**config.mk**
```make
export PLATFORM = sky130hd
export DESIGN_NAME = lsu_access
export DESIGN_NICKNAME = d
export VERILOG_FILES = /design/src/rtl/lsu_access_pkg.sv /design/src/rtl/lsu_align.sv /design/src/rtl/lsu_access.sv
export SDC_FILE = /design/constraint.sdc
export NUM_CORES = 1
export LEC_CHECK = 0
export BUFFER_PORTS_ARGS = -buffer_cell sky130_fd_sc_hd__buf_4
export CELL_PAD_IN_SITES_DETAIL_PLACEMENT = 0
export CELL_PAD_IN_SITES_GLOBAL_PLACEMENT = 1
export CORE_UTILIZATION = 33
export CTS_CLUSTER_DIAMETER = 200
export DETAILED_ROUTE_END_ITERATION = 16
export GPL_TIMING_DRIVEN = 0
export PLACE_DENSITY_LB_ADDON = 0.12
export SYNTH_ARGS = -nofsm -noshare
export SYNTH_HDL_FRONTEND = slang
export SYNTH_HIERARCHICAL = 1
export SYNTH_SLANG_ARGS = --single-unit
```
**constraint.sdc**
```tcl
create_clock -name clk -period 1.9 [get_ports clk]
set_input_delay 0 -clock clk [delete_from_list [all_inputs] [get_ports clk]]
set_output_delay 0 -clock clk [all_outputs]
set_load 0.01 [all_outputs]
```
**src/rtl/lsu_access_pkg.sv**
```systemverilog
// Shared encodings for the load/store unit: FSM states, funct3 codes, strobes.
// Latency: none (declarations and one combinational helper).
// Backpressure: not applicable.
package lsu_access_pkg;

    typedef enum logic [1:0] {
        ST_IDLE = 2'd0,
        ST_REQ  = 2'd1,
        ST_WAIT = 2'd2,
        ST_DONE = 2'd3
    } lsu_state_t;

    // RV32I funct3 access encodings (loads and stores share the size codes)
    localparam logic [2:0] F3_B  = 3'b000;
    localparam logic [2:0] F3_H  = 3'b001;
    localparam logic [2:0] F3_W  = 3'b010;
    localparam logic [2:0] F3_BU = 3'b100;
    localparam logic [2:0] F3_HU = 3'b101;

    localparam logic [3:0] WSTRB_NONE = 4'b0000;
    localparam logic [3:0] WSTRB_B    = 4'b0001;
    localparam logic [3:0] WSTRB_H    = 4'b0011;
    localparam logic [3:0] WSTRB_W    = 4'b1111;

    // True when a request must complete with an error and never touch the bus:
    // conflicting ren/wen, unsupported funct3, or an address not naturally aligned.
    // A request with neither ren nor wen is a no-op, not a fault.
    function automatic logic access_fault(input logic       ren,
                                          input logic       wen,
                                          input logic [2:0] f3,
                                          input logic [1:0] lo);
        logic bad;
        bad = 1'b0;
        if (ren && wen) begin
            bad = 1'b1;
        end else if (ren) begin
            case (f3)
                F3_B, F3_BU: bad = 1'b0;
                F3_H, F3_HU: bad = lo[0];
                F3_W:        bad = |lo;
                default:     bad = 1'b1;
            endcase
        end else if (wen) begin
            case (f3)
                F3_B:    bad = 1'b0;
                F3_H:    bad = lo[0];
                F3_W:    bad = |lo;
                default: bad = 1'b1;
            endcase
        end
        return bad;
    endfunction

endpackage

```
**src/rtl/lsu_align.sv**
```systemverilog
// Byte-lane steering: store data replication + strobes, load lane extract + extend.
// Latency: purely combinational.
// Backpressure: none; caller qualifies inputs and outputs.
module lsu_align
    import lsu_access_pkg::*;
(
    input  logic [2:0]  funct3,
    input  logic [1:0]  addr_lo,
    input  logic [31:0] st_data,
    input  logic [31:0] ld_word,
    output logic [3:0]  st_strb,
    output logic [31:0] st_lane,
    output logic [31:0] ld_data
);

    logic [31:0] ld_shift;

    // Move the addressed byte/half of the read word down to bit 0
    assign ld_shift = ld_word >> {addr_lo, 3'b000};

    // Select strobe, replicated store data and extended load value by access size
    always_comb begin
        st_strb = WSTRB_NONE;
        st_lane = 32'h0;
        ld_data = 32'h0;
        case (funct3)
            F3_B: begin
                st_strb = WSTRB_B << addr_lo;
                st_lane = {4{st_data[7:0]}};
                ld_data = {{24{ld_shift[7]}}, ld_shift[7:0]};
            end
            F3_H: begin
                st_strb = WSTRB_H << addr_lo;
                st_lane = {2{st_data[15:0]}};
                ld_data = {{16{ld_shift[15]}}, ld_shift[15:0]};
            end
            F3_W: begin
                st_strb = WSTRB_W;
                st_lane = st_data;
                ld_data = ld_word;
            end
            F3_BU: ld_data = {24'h0, ld_shift[7:0]};
            F3_HU: ld_data = {16'h0, ld_shift[15:0]};
            default: ;
        endcase
    end

endmodule

```
**src/rtl/lsu_access.sv**
```systemverilog
// Load/store responder: one EX request -> one word-aligned strobed bus access -> WB result.
// Latency: 3 cycles accept-to-out_valid on a zero-wait bus; faults finish 1 cycle after accept.
// Backpressure: in_ready only in IDLE; result held until out_ready; bus waits bounded by TIMEOUT.
module lsu_access
    import lsu_access_pkg::*;
#(
    parameter int ADDR_W  = 32,
    parameter int DATA_W  = 32,
    parameter int TIMEOUT = 255
) (
    input  logic              clk,
    input  logic              rst_n,
    input  logic              in_valid,
    output logic              in_ready,
    input  logic              mem_ren,
    input  logic              mem_wen,
    input  logic [2:0]        funct3,
    input  logic [ADDR_W-1:0] addr,
    input  logic [DATA_W-1:0] wdata,
    output logic              out_valid,
    input  logic              out_ready,
    output logic [DATA_W-1:0] rdata,
    output logic              err,
    output logic              bus_req_valid,
    input  logic              bus_req_ready,
    output logic              bus_req_we,
    output logic [ADDR_W-1:0] bus_req_addr,
    output logic [DATA_W-1:0] bus_req_wdata,
    output logic [3:0]        bus_req_wstrb,
    input  logic              bus_resp_valid,
    input  logic [DATA_W-1:0] bus_resp_rdata,
    input  logic              bus_resp_err
);

    localparam int CNT_W = $clog2(TIMEOUT + 1);

    lsu_state_t        state_q, state_d;
    logic [ADDR_W-1:0] addr_q;
    logic [DATA_W-1:0] wdata_q;
    logic [2:0]        funct3_q;
    logic              ren_q, wen_q;
    logic [DATA_W-1:0] rdata_q;
    logic              err_q;
    logic [CNT_W-1:0]  cnt_q;
    logic [CNT_W-1:0]  cnt_inc;
    logic              cnt_hit;
    logic              accept;
    logic              in_fault;
    logic              in_nop;

    logic [3:0]        al_strb;
    logic [DATA_W-1:0] al_lane;
    logic [DATA_W-1:0] al_load;

    assign in_ready  = (state_q == ST_IDLE);
    assign out_valid = (state_q == ST_DONE);
    assign accept    = in_valid && in_ready;
    assign in_fault  = access_fault(mem_ren, mem_wen, funct3, addr[1:0]);
    assign in_nop    = !mem_ren && !mem_wen;
    assign cnt_inc   = cnt_q + CNT_W'(1);
    assign cnt_hit   = (cnt_inc == CNT_W'(TIMEOUT));

    assign rdata = rdata_q;
    assign err   = err_q;

    // Bus payload is only driven while the request is outstanding, zero otherwise
    assign bus_req_valid = (state_q == ST_REQ);
    assign bus_req_we    = bus_req_valid && wen_q;
    assign bus_req_addr  = bus_req_valid ? {addr_q[ADDR_W-1:2], 2'b00} : '0;
    assign bus_req_wdata = bus_req_we ? al_lane : '0;
    assign bus_req_wstrb = bus_req_we ? al_strb : WSTRB_NONE;

    lsu_align u_align (
        .funct3  (funct3_q),
        .addr_lo (addr_q[1:0]),
        .st_data (wdata_q),
        .ld_word (bus_resp_rdata),
        .st_strb (al_strb),
        .st_lane (al_lane),
        .ld_data (al_load)
    );

    // FSM state register
    always_ff @(posedge clk) begin
        if (!rst_n) state_q <= ST_IDLE;
        else        state_q <= state_d;
    end

    // Next state: faults/no-ops skip the bus; bus handshake/response beats a same-cycle timeout
    always_comb begin
        state_d = state_q;
        case (state_q)
            ST_IDLE: if (accept)          state_d = (in_fault || in_nop) ? ST_DONE : ST_REQ;
            ST_REQ:  if (bus_req_ready)   state_d = ST_WAIT;
                     else if (cnt_hit)    state_d = ST_DONE;
            ST_WAIT: if (bus_resp_valid)  state_d = ST_DONE;
                     else if (cnt_hit)    state_d = ST_DONE;
            ST_DONE: if (out_ready)       state_d = ST_IDLE;
            default:                      state_d = ST_IDLE;
        endcase
    end

    // Request capture, timeout counter and result registers
    always_ff @(posedge clk) begin
        if (!rst_n) begin
            addr_q   <= '0;
            wdata_q  <= '0;
            funct3_q <= 3'b000;
            ren_q    <= 1'b0;
            wen_q    <= 1'b0;
            rdata_q  <= '0;
            err_q    <= 1'b0;
            cnt_q    <= '0;
        end else begin
            case (state_q)
                ST_IDLE: begin
                    if (accept) begin
                        addr_q   <= addr;
                        wdata_q  <= wdata;
                        funct3_q <= funct3;
                        ren_q    <= mem_ren;
                        wen_q    <= mem_wen;
                        rdata_q  <= '0;
                        err_q    <= in_fault;
                        cnt_q    <= '0;
                    end
                end
                ST_REQ: begin
                    if (bus_req_ready) begin
                        cnt_q <= '0;
                    end else if (cnt_hit) begin
                        err_q   <= 1'b1;
                        rdata_q <= '0;
                    end else begin
                        cnt_q <= cnt_inc;
                    end
                end
                ST_WAIT: begin
                    if (bus_resp_valid) begin
                        err_q   <= bus_resp_err;
                        rdata_q <= ren_q ? al_load : '0;
                    end else if (cnt_hit) begin
                        err_q   <= 1'b1;
                        rdata_q <= '0;
                    end else begin
                        cnt_q <= cnt_inc;
                    end
                end
                default: ;
            endcase
        end
    end

endmodule

```
# Word-level counts from Yosys, hierarchy flattened
# Cells that the tools add are included.
[op_classes] n_addsub=1 mul=0 div=0 magnitude_cmp=0 n_eq_ne=16 shift=3 mux=34 bitwise_logic=0 n_reduce_logical=18
[op_table] operator="$mux W32" n=7
[op_table] operator="$pmux W32 S3" n=2
[op_table] operator="$pmux W32 S5" n=1
[op_table] operator="$mux W8" n=4
[op_table] operator="$shr A32 B5 Y16" n=1
[op_table] operator="$pmux W8 S3" n=1
[op_table] operator="$eq A3 B3 Y1 const B" n=4
[op_table] operator="$mux W2" n=6
[op_table] operator="$pmux W4 S3" n=1
[op_table] operator="$pmux W1 S3" n=3
[op_table] operator="$add A8 B1 Y8 const B" n=1
[op_table] operator="$eq A8 B8 Y1 const B" n=1
[op_table] operator="$pmux W2 S4" n=1
[op_table] operator="$mux W1" n=7
[op_table] operator="$eq A3 B1 Y1 const B" n=2
[op_table] operator="$eq A3 B2 Y1 const B" n=2
[op_table] operator="$logic_not A3 Y1" n=2
[op_table] operator="$reduce_and A3 Y1" n=2
[op_table] operator="$reduce_or A2 Y1" n=3
[op_table] operator="$eq A2 B2 Y1 const B" n=2
[op_table] operator="$logic_and A1 B1 Y1" n=4
[op_table] operator="$mux W4" n=1
[op_table] operator="$ne A2 B1 Y1 const B" n=2
[op_table] operator="$ne A2 B2 Y1 const B" n=2
[op_table] operator="other kinds (8)" n=10
[totals] regBits=112 latchBits=0 mem_bits_rw=0 romBits=0 in_bits=108 output_inout_bits=105 wordCells=81 memories=0

# Logic depth before layout (Yosys ltp)
# Gate-level depths: netlist (run 1).
[logic_depth] ltp_word=9 ltp_mapped=9 ltp_nobuf=7

# Modules after synthesis
# The synthesis (run 1) kept the hierarchy.
[by_module_without_submodules] mod="lsu_access" n_inst=1 cells_each=646 area_each_um2=5233.8
[by_module_without_submodules] mod="lsu_align" n_inst=1 cells_each=215 area_each_um2=1325.0

# Least setup slack after synthesis (run 1)
# OpenSTA, ideal clock, no wires.
[synth_path] path_kind="register to register" start="register state_q[0]" end="register rdata_q[10], in the netlist rdata[10]" setup_ns=0.081 arrival_time_ns=2.058 required_time_ns=1.819 setup_slack_ns=-0.239 stages_incl_launch_ff=10 path_buffers=2 period_less_slack_ns=2.139 cell_sequence="dfxtp_1 > inv_1 > ha_1 > nor2b_1 > a211o_1 > buf_2 > nor2_4 > clkbuf_1 > a21oi_1 > a211oi_2"
[synth_via] elab_chain_len=4 word_cells_on_any_way=9
[synth_rtl] element="from (decl)" line_no="lsu_access.sv:37" rtl="lsu_state_t state_q, state_d;"
[synth_rtl] element="from (signal assigned)" line_no="lsu_access.sv:86" rtl="else state_q <= state_d;"
[synth_rtl] element="$logic_not A2 Y1 *" line_no="lsu_access.sv:55" rtl="assign in_ready = (state_q == ST_IDLE);"
[synth_rtl] element="via in_ready" line_no="lsu_access.sv:14" rtl="output logic in_ready,"
[synth_rtl] element="$logic_and A1 B1 Y1" line_no="lsu_access.sv:57" rtl="assign accept = in_valid && in_ready;"
[synth_rtl] element="$ne A2 B1 Y1 (no line)"
[synth_rtl] element="$reduce_and A3 Y1 (no line)"
[synth_rtl] element="to (signal assigned)" line_no="lsu_access.sv:141" rtl="rdata_q <= ren_q ? al_load : '0;"
[synth_rtl] element="to (decl)" line_no="lsu_access.sv:42" rtl="logic [DATA_W-1:0] rdata_q;"
# The timed path passes the listed nets; every way through them passes the cells marked *.
# A chain may end at the register's enable or synchronous reset.

# Worst setup path after layout (run 1)
[layout_path] start="register state_q[1]" end="register rdata_q[3], in the netlist rdata[3]"
[layout_via] elab_chain_len=4 word_cells_on_any_way=9
[layout_rtl] element="$logic_not A2 Y1" line_no="lsu_access.sv:55, lsu_access.sv:115"
[layout_rtl] element="$logic_and A1 B1 Y1" line_no="lsu_access.sv:57"
[layout_rtl] element="$ne A2 B1 Y1 (no line)"
[layout_rtl] element="$reduce_and A3 Y1 (no line)"
# Parallel ways exist; a longest one is shown, timed or not.

==> impl_metrics.json, run 1 <==
{
  "run_status": "finished with violations",
  "violations": "setup timing",
  "critPathKind": "reg2reg",
  "synth-edff-count": 0,
  "port_buffers": 209,
  "clock_latency_ns": 0.38,
  "vias_per_cell": 5.08,
  "drive_gt1_share_pct": 35.2,
  "crit_arrival_ns": 2.25,
  "initial_utilization_pct": 33.7,
  "antennaDiodeCount": 0,
  "grt_pass1_vias": 7091,
  "drv_slew": 0,
  "endpoint_kind": "flop",
  "clockBufferDepth": 2,
  "seq_area_um2": 2270,
  "crit_path_max_fanout": 10,
  "avgSynthCellArea_um2": 7.62,
  "dp_slack_ns": -0.443,
  "irDropWorstVdd_uv": 567,
  "synth_cell_types": 63,
  "dr.first_iter.drc_count": 340,
  "dieArea_um2": 20400,
  "fillCellCount": 1952,
  "gp_congestion": 0.828,
  "tns_ns": -1.77,
  "drt-total-wl_um": 24400,
  "multiInputGateArea_um2": 4160,
  "root_buffer": "clkbuf_16",
  "powerDensity_nw_per_um2": 933,
  "synth-seq-cells": 112,
  "final_hold_viol_count": 0,
  "cts_made_buffers": 9,
  "path_clk_slew_ns": 0.08,
  "grt_pass1_wl_um": 37400,
  "worst_pin_slew_ns": 0.749,
  "clock.fmax_mhz": 508,
  "rsz0062_at_grt": "yes",
  "antenna_found_initial": 0,
  "p_leak_uw": 0.00434,
  "dp_hpwl_um": 17500,
  "nets": 1295,
  "fin_ws_ns": -0.0692,
  "netlist_top_cells_area": "dfxtp_1 34%, a21oi_1 14%, nand2_1 10%, a211oi_2 5.7%, and2_1 3.9%",
  "firstDrtPassIters": 6,
  "grt_usage_pct": 23.5,
  "finalCoreUtilization_pct": 53.2,
  "yosysTopAreaCell": "dfxtp_1",
  "required_ns": 2.18,
  "setup_violations": 33,
  "cts.sinks": 112,
  "ys_warn_count": 6,
  "wl_per_cell_um": 16.8,
  "vias": 7364,
  "die_h_um": 143,
  "rows": 51,
  "chipWidth_um": 143,
  "syn_area_um2": 6560,
  "core_area_um2": 19500,
  "io_pins": 213,
  "yosysTopAreaCellShare_pct": 34.2,
  "crit_path_start_kind": "flop",
  "syn_inst": 861,
  "ant_nets": 0,
  "overflow": 0,
  "syn2layout_area_growth_pct": 57.8,
  "relSlewSlack_pct": 50.1,
  "clock_skew_ns": 0.0123,
  "ys.flop_type": "dfxtp_1",
  "drc": 0,
  "min_path_type": "in2reg",
  "cts_tree": "yes",
  "grt_max_degree": 23,
  "fin_crit_ns": 1.97,
  "htreeDepth": 3,
  "finalCritPeriodShare_pct": 104,
  "ys_seq_area_share_pct": 34.2,
  "ys_async_sr_fraction_pct": 0,
  "maxCapViolations": 0
}
-- cells by family (layout without fill, tap and decap cells) --
family | count (synthesis) | in the layout | share of synthesized area (%)
other | 1 | 2 | 0.0572
xor gates and xnor gates | 1 | 1 | 0.134
muxes | 9 | 9 | 1.51
and+or+nand+nor | 334 | 334 | 24.7
DFF | 112 | 112 | 34.2
adders and majority gates | 7 | 7 | 1.30
AOI/OAI and AO/OA | 307 | 308 | 31.4
buffers and inverters | 90 | 413 | 6.73
-- layer usage --
metal | GRT usage (%) | wire [um] | vias up
li1 | - | - | 3654
met1 | 31.0 | 11200 | 3450
met2 | 38.8 | 11400 | 226
met3 | 4.83 | 1380 | 34
met4 | 5.83 | 457 | 0
met5 | 0 | 0 | -
-- cell type report --
cell class / count / area share [%]
Buffer: 78 / 6.18
Clock buffer: 9 / 2.18
Clock inverter: 7 / 0.991
Inverter: 10 / 0.411
Multi-Input combinational cell: 661 / 40.2
Sequential cell: 112 / 21.9
Tap cell: 265 / 3.20
Timing Repair Buffer: 309 / 24.9
-- where the power goes --
group	internal, uW	leakage (uW)	switching (uW)
clock network	1080	0.000160	1060
registers	2630	0.000920	230
logic	1960	0.00326	2700
-- placed cells by master (no fill, tap or decap), types with 4 or more instances in the layout --
cell type / synthesis / routed
dfxtp_2: 0 / 6
clkbuf_8: 0 / 5
o21ai_0: 17 / 17
inv_1: 9 / 7
dfxtp_4: 0 / 6
dfxtp_1: 112 / 100
nor2_1: 31 / 31
a211oi_2: 30 / 30
buf_1: 6 / 4
clkbuf_4: 0 / 4
nor2b_4: 2 / 4
buf_6: 3 / 14
a22o_1: 7 / 7
buf_12: 3 / 6
nand2b_1: 7 / 7
a221o_1: 7 / 7
clkbuf_16: 0 / 14
dlygate4sd3_1: 0 / 71
mux2_2: 7 / 7
buf_8: 0 / 4
a21oi_1: 184 / 168
buf_4: 5 / 234
a2bb2oi_2: 0 / 10
and3_1: 38 / 37
a21oi_2: 0 / 9
a2bb2oi_1: 16 / 6
a22oi_1: 8 / 8
clkbuf_1: 52 / 24
and2_1: 41 / 39
nand2_1: 174 / 173
buf_2: 11 / 7
a21oi_4: 0 / 8
o21a_1: 8 / 7
nor2b_1: 15 / 6
nor3_1: 6 / 6
a211oi_1: 6 / 6
clkbuf_2: 0 / 9
nor2b_2: 0 / 7
-- worst paths after layout --
| path | from | endpoint | slack (ns) | cells after the start |
|---|---|---|---|---|
| min reg2reg | addr_q[24] | addr_q[24] | 0.45 | 2 |
| min | rst_n | cnt_q[5] | 0.07 | 2 |
| max reg2reg | state_q[1] | rdata[3] | -0.07 | 10 |
| max | state_q[1] | rdata[3] | -0.07 | 10 |
-- through the flow --
step / hold slack, ns / power [uW] / std cells / area, um2
floorplan: 0.136 / 5630 / 862 / 6670
global placement: 0.248 / 6880 / 1336 / 8570
detailed placement: 0.255 / 6890 / 1336 / 8570
CTS: 0.0622 / 9400 / 1436 / 9920
global route: 0.0794 / 10300 / 1451 / 10400
finish: 0.0670 / 9660 / 1451 / 10400
-- sequential cells by signal (all words and copies together) (netlist names), 2 cells and up --
signal	flops
addr_q	32
rdata	32
cnt_q	8
state_q	2
funct3_q	3
wdata_q	32
-- synth_stat cells, drive strengths merged (2+ instances only) --
master and instances:
o22ai 2, mux2 7, dfxtp 112, a221oi 2, inv 10, nor3 8
or3 2, o22a 2, nand3 5, ha 6, nand2 174, clkbuf 52
a21boi 3, a21oi 184, nand4 3, and3 38, a2bb2oi 16, buf 28
o21a 8, a22o 7, a221o 7, nand2b 7, a22oi 8, a21o 2
nor2 32, mux2i 2, and2 41, a211o 4, nor2b 17, nand3b 2
a211oi 37, o21ai 18
-- timing repair --
item	in CTS	in global routing
endpoints found under the hold margin	71	0
pin swaps	7	7
setup endpoints to repair	144	88
cloned	1	3
hold buffers	71	0
buffers inserted	14	12
resized for setup	67	77
-- worst max-delay path, stage by stage, from the launching register on --
cell      delay, ns
dfxtp_4        0.39
inv_4          0.05
ha_4           0.18
nor2b_4        0.14
a211o_1        0.25
buf_6          0.14
nor2_4         0.11
buf_12         0.15
clkbuf_8       0.17
a21oi_1        0.08
a211oi_2       0.20
(Power assumes the default switching activity.)
==> inputs of run 2 (changes only) <==
--- a/config.mk
+++ b/config.mk
@@ -5,6 +5,7 @@
 export SDC_FILE = /design/constraint.sdc
 export NUM_CORES = 1
 export LEC_CHECK = 0
+export ABC_CLOCK_PERIOD_IN_PS = 1900
 export BUFFER_PORTS_ARGS = -buffer_cell sky130_fd_sc_hd__buf_4
 export CELL_PAD_IN_SITES_DETAIL_PLACEMENT = 0
 export CELL_PAD_IN_SITES_GLOBAL_PLACEMENT = 1
@@ -12,7 +13,9 @@
 export CTS_CLUSTER_DIAMETER = 200
 export DETAILED_ROUTE_END_ITERATION = 16
 export GPL_TIMING_DRIVEN = 0
+export MAX_ROUTING_LAYER = met4
 export PLACE_DENSITY_LB_ADDON = 0.12
+export SETUP_SLACK_MARGIN = 0.5
 export SYNTH_ARGS = -nofsm -noshare
 export SYNTH_HDL_FRONTEND = slang
 export SYNTH_HIERARCHICAL = 1
==> impl_metrics.json, run 2 (same netlist as run 1, synthesis figures left out) <==
{
  "run_status": "finished with violations",
  "violations": "setup timing",
  "drv_slew": 0,
  "clock.fmax_mhz": 511,
  "dp_hpwl_um": 17800,
  "fin_ws_ns": -0.0586,
  "min_path_type": "in2reg",
  "clock_skew_ns": 0.00768,
  "finalCoreUtilization_pct": 65.6,
  "clockBufferDepth": 2,
  "worst_pin_slew_ns": 0.875,
  "cts_tree": "yes",
  "antenna_found_initial": 0,
  "final_hold_viol_count": 0,
  "required_ns": 2.18,
  "cts.sinks": 112,
  "irDropWorstVdd_uv": 658,
  "maxCapViolations": 0,
  "relSlewSlack_pct": 41.7,
  "grt_pass1_wl_um": 41800,
  "crit_path_max_fanout": 10,
  "met3_usage_pct": 3.69,
  "core_area_um2": 19500,
  "design_area_um2": 12800,
  "grt_usage_pct": 27.4,
  "dieArea_um2": 20400,
  "nets": 1357,
  "grt_util_met2_pct": 45.8,
  "die_h_um": 143,
  "p_leak_uw": 0.00533,
  "met1_usage_pct": 34.3,
  "path_cells": "inv_4, ha_4, buf_8, a211o_1, buf_6, nor2_4, buf_12, clkbuf_8, a21oi_1, a211oi_2",
  "vias_per_cell": 5.26,
  "drive_gt1_share_pct": 57.1,
  "path_clk_slew_ns": 0.09,
  "finalCritPeriodShare_pct": 103,
  "rsz0062_at_grt": "yes",
  "seq_area_um2": 2270,
  "rows": 51,
  "fillCellCount": 1575,
  "ant_nets": 0,
  "final_cell_mix": "180 x buf_4, 105 x buf_6, 102 x nand2_1",
  "crit_path_start_kind": "flop",
  "setup_violations": 46,
  "drt-total-wl_um": 28000,
  "cp_top_family": "buffers and inverters",
  "firstDrtPassIters": 5,
  "wl_per_cell_um": 18.5,
  "fin_crit_ns": 1.96,
  "gp_congestion": 0.871,
  "powerDensity_nw_per_um2": 964,
  "syn2layout_area_growth_pct": 94.5,
  "antennaDiodeCount": 0,
  "timing.hold.ws_ns": 0.0750,
  "place_area_um2": 8690,
  "final_common_cell": "buf_4",
  "critPathKind": "reg2reg",
  "root_buffer": "clkbuf_16",
  "slowest_delay_ns": 0.38,
  "initial_utilization_pct": 33.7,
  "htreeDepth": 3,
  "multiInputGateArea_um2": 5260,
  "crit_arrival_ns": 2.24,
  "cp_slowest_cell": "dfxtp_4",
  "timing.critical_path.buf_inv": 5,
  "busiest_layer": "met2",
  "cts_made_buffers": 9,
  "io_pins": 213,
  "clock_latency_ns": 0.36,
  "port_buffers": 209,
  "dr.first_iter.drc_count": 444,
  "grt_pass1_vias": 7742,
  "chipWidth_um": 143,
  "endpoint_kind": "flop",
  "drc": 0,
  "grt_max_degree": 21,
  "overflow": 0,
  "vias": 7961
}
## run 2: cell count changes in the layout (fill, tap and decap cells not counted), sizes merged
cell,delta
buf,+61
bufinv,-1
clkbuf,+1
clkinv,+1
## run 2: path summary, 6_finish.rpt
path / startpoint / end / slack (ns) / depth (start not counted)
worst max-delay path: state_q[1] / rdata[7] / -0.06 / 10
worst min-delay path: rst_n / cnt_q[6] / 0.08 / 2
worst max register to register: state_q[1] / rdata[7] / -0.06 / 10
worst min register to register: addr_q[31] / addr_q[31] / 0.46 / 2
## run 2: what timing repair did
action | CTS | global route
endpoints found under the setup margin | 179 | 180
pin swaps | 102 | 86
gates cloned | 16 | 1
buffers inserted | 59 | 14
hold buffers | 71 | 0
hold endpoints to repair | 71 | 0
resized for setup | 392 | 196
## run 2: per-stage QoR
| stage | instances | setup slack [ns] | TNS [ns] | power (uW) |
|---|---|---|---|---|
| 4_1_cts | 1498 | -0.0496 | -0.666 | 11300 |
| 3_3_place_gp | 1336 | -0.232 | -6.92 | 7010 |
| 3_5_place_dp | 1336 | -0.224 | -6.31 | 7040 |
| 5_1_grt | 1513 | -0.145 | -5.63 | 12900 |
| 2_1_floorplan | 862 | 0.0881 | 0 | 5740 |
| 6_report | 1513 | -0.0586 | -1.52 | 12300 |
## run 2: metal layers
layer  share of wire [%]  wire, um
met3                 4.3      1210
met2                  50     14000
met4                 2.5       696
met1                  43     12100
met5                   0         0
## run 2: area by class of cell
type                       count  area share [%]
buffer                        80            7.70
clock buffer                   9            1.77
clock inverter                 7           0.471
inverter                      10           0.333
multi-input combinational    661            41.3
sequential                   112            17.8
tap                          265            2.60
timing repair buffer         369            28.1
## run 2: where the power goes
part	leakage, uW	total, uW	internal (uW)	switching (uW)
clock network	0.000145	1950	924	1030
logic	0.00426	7470	3730	3740
registers	0.000921	2880	2630	255
total	0.00533	12300	7280	5030
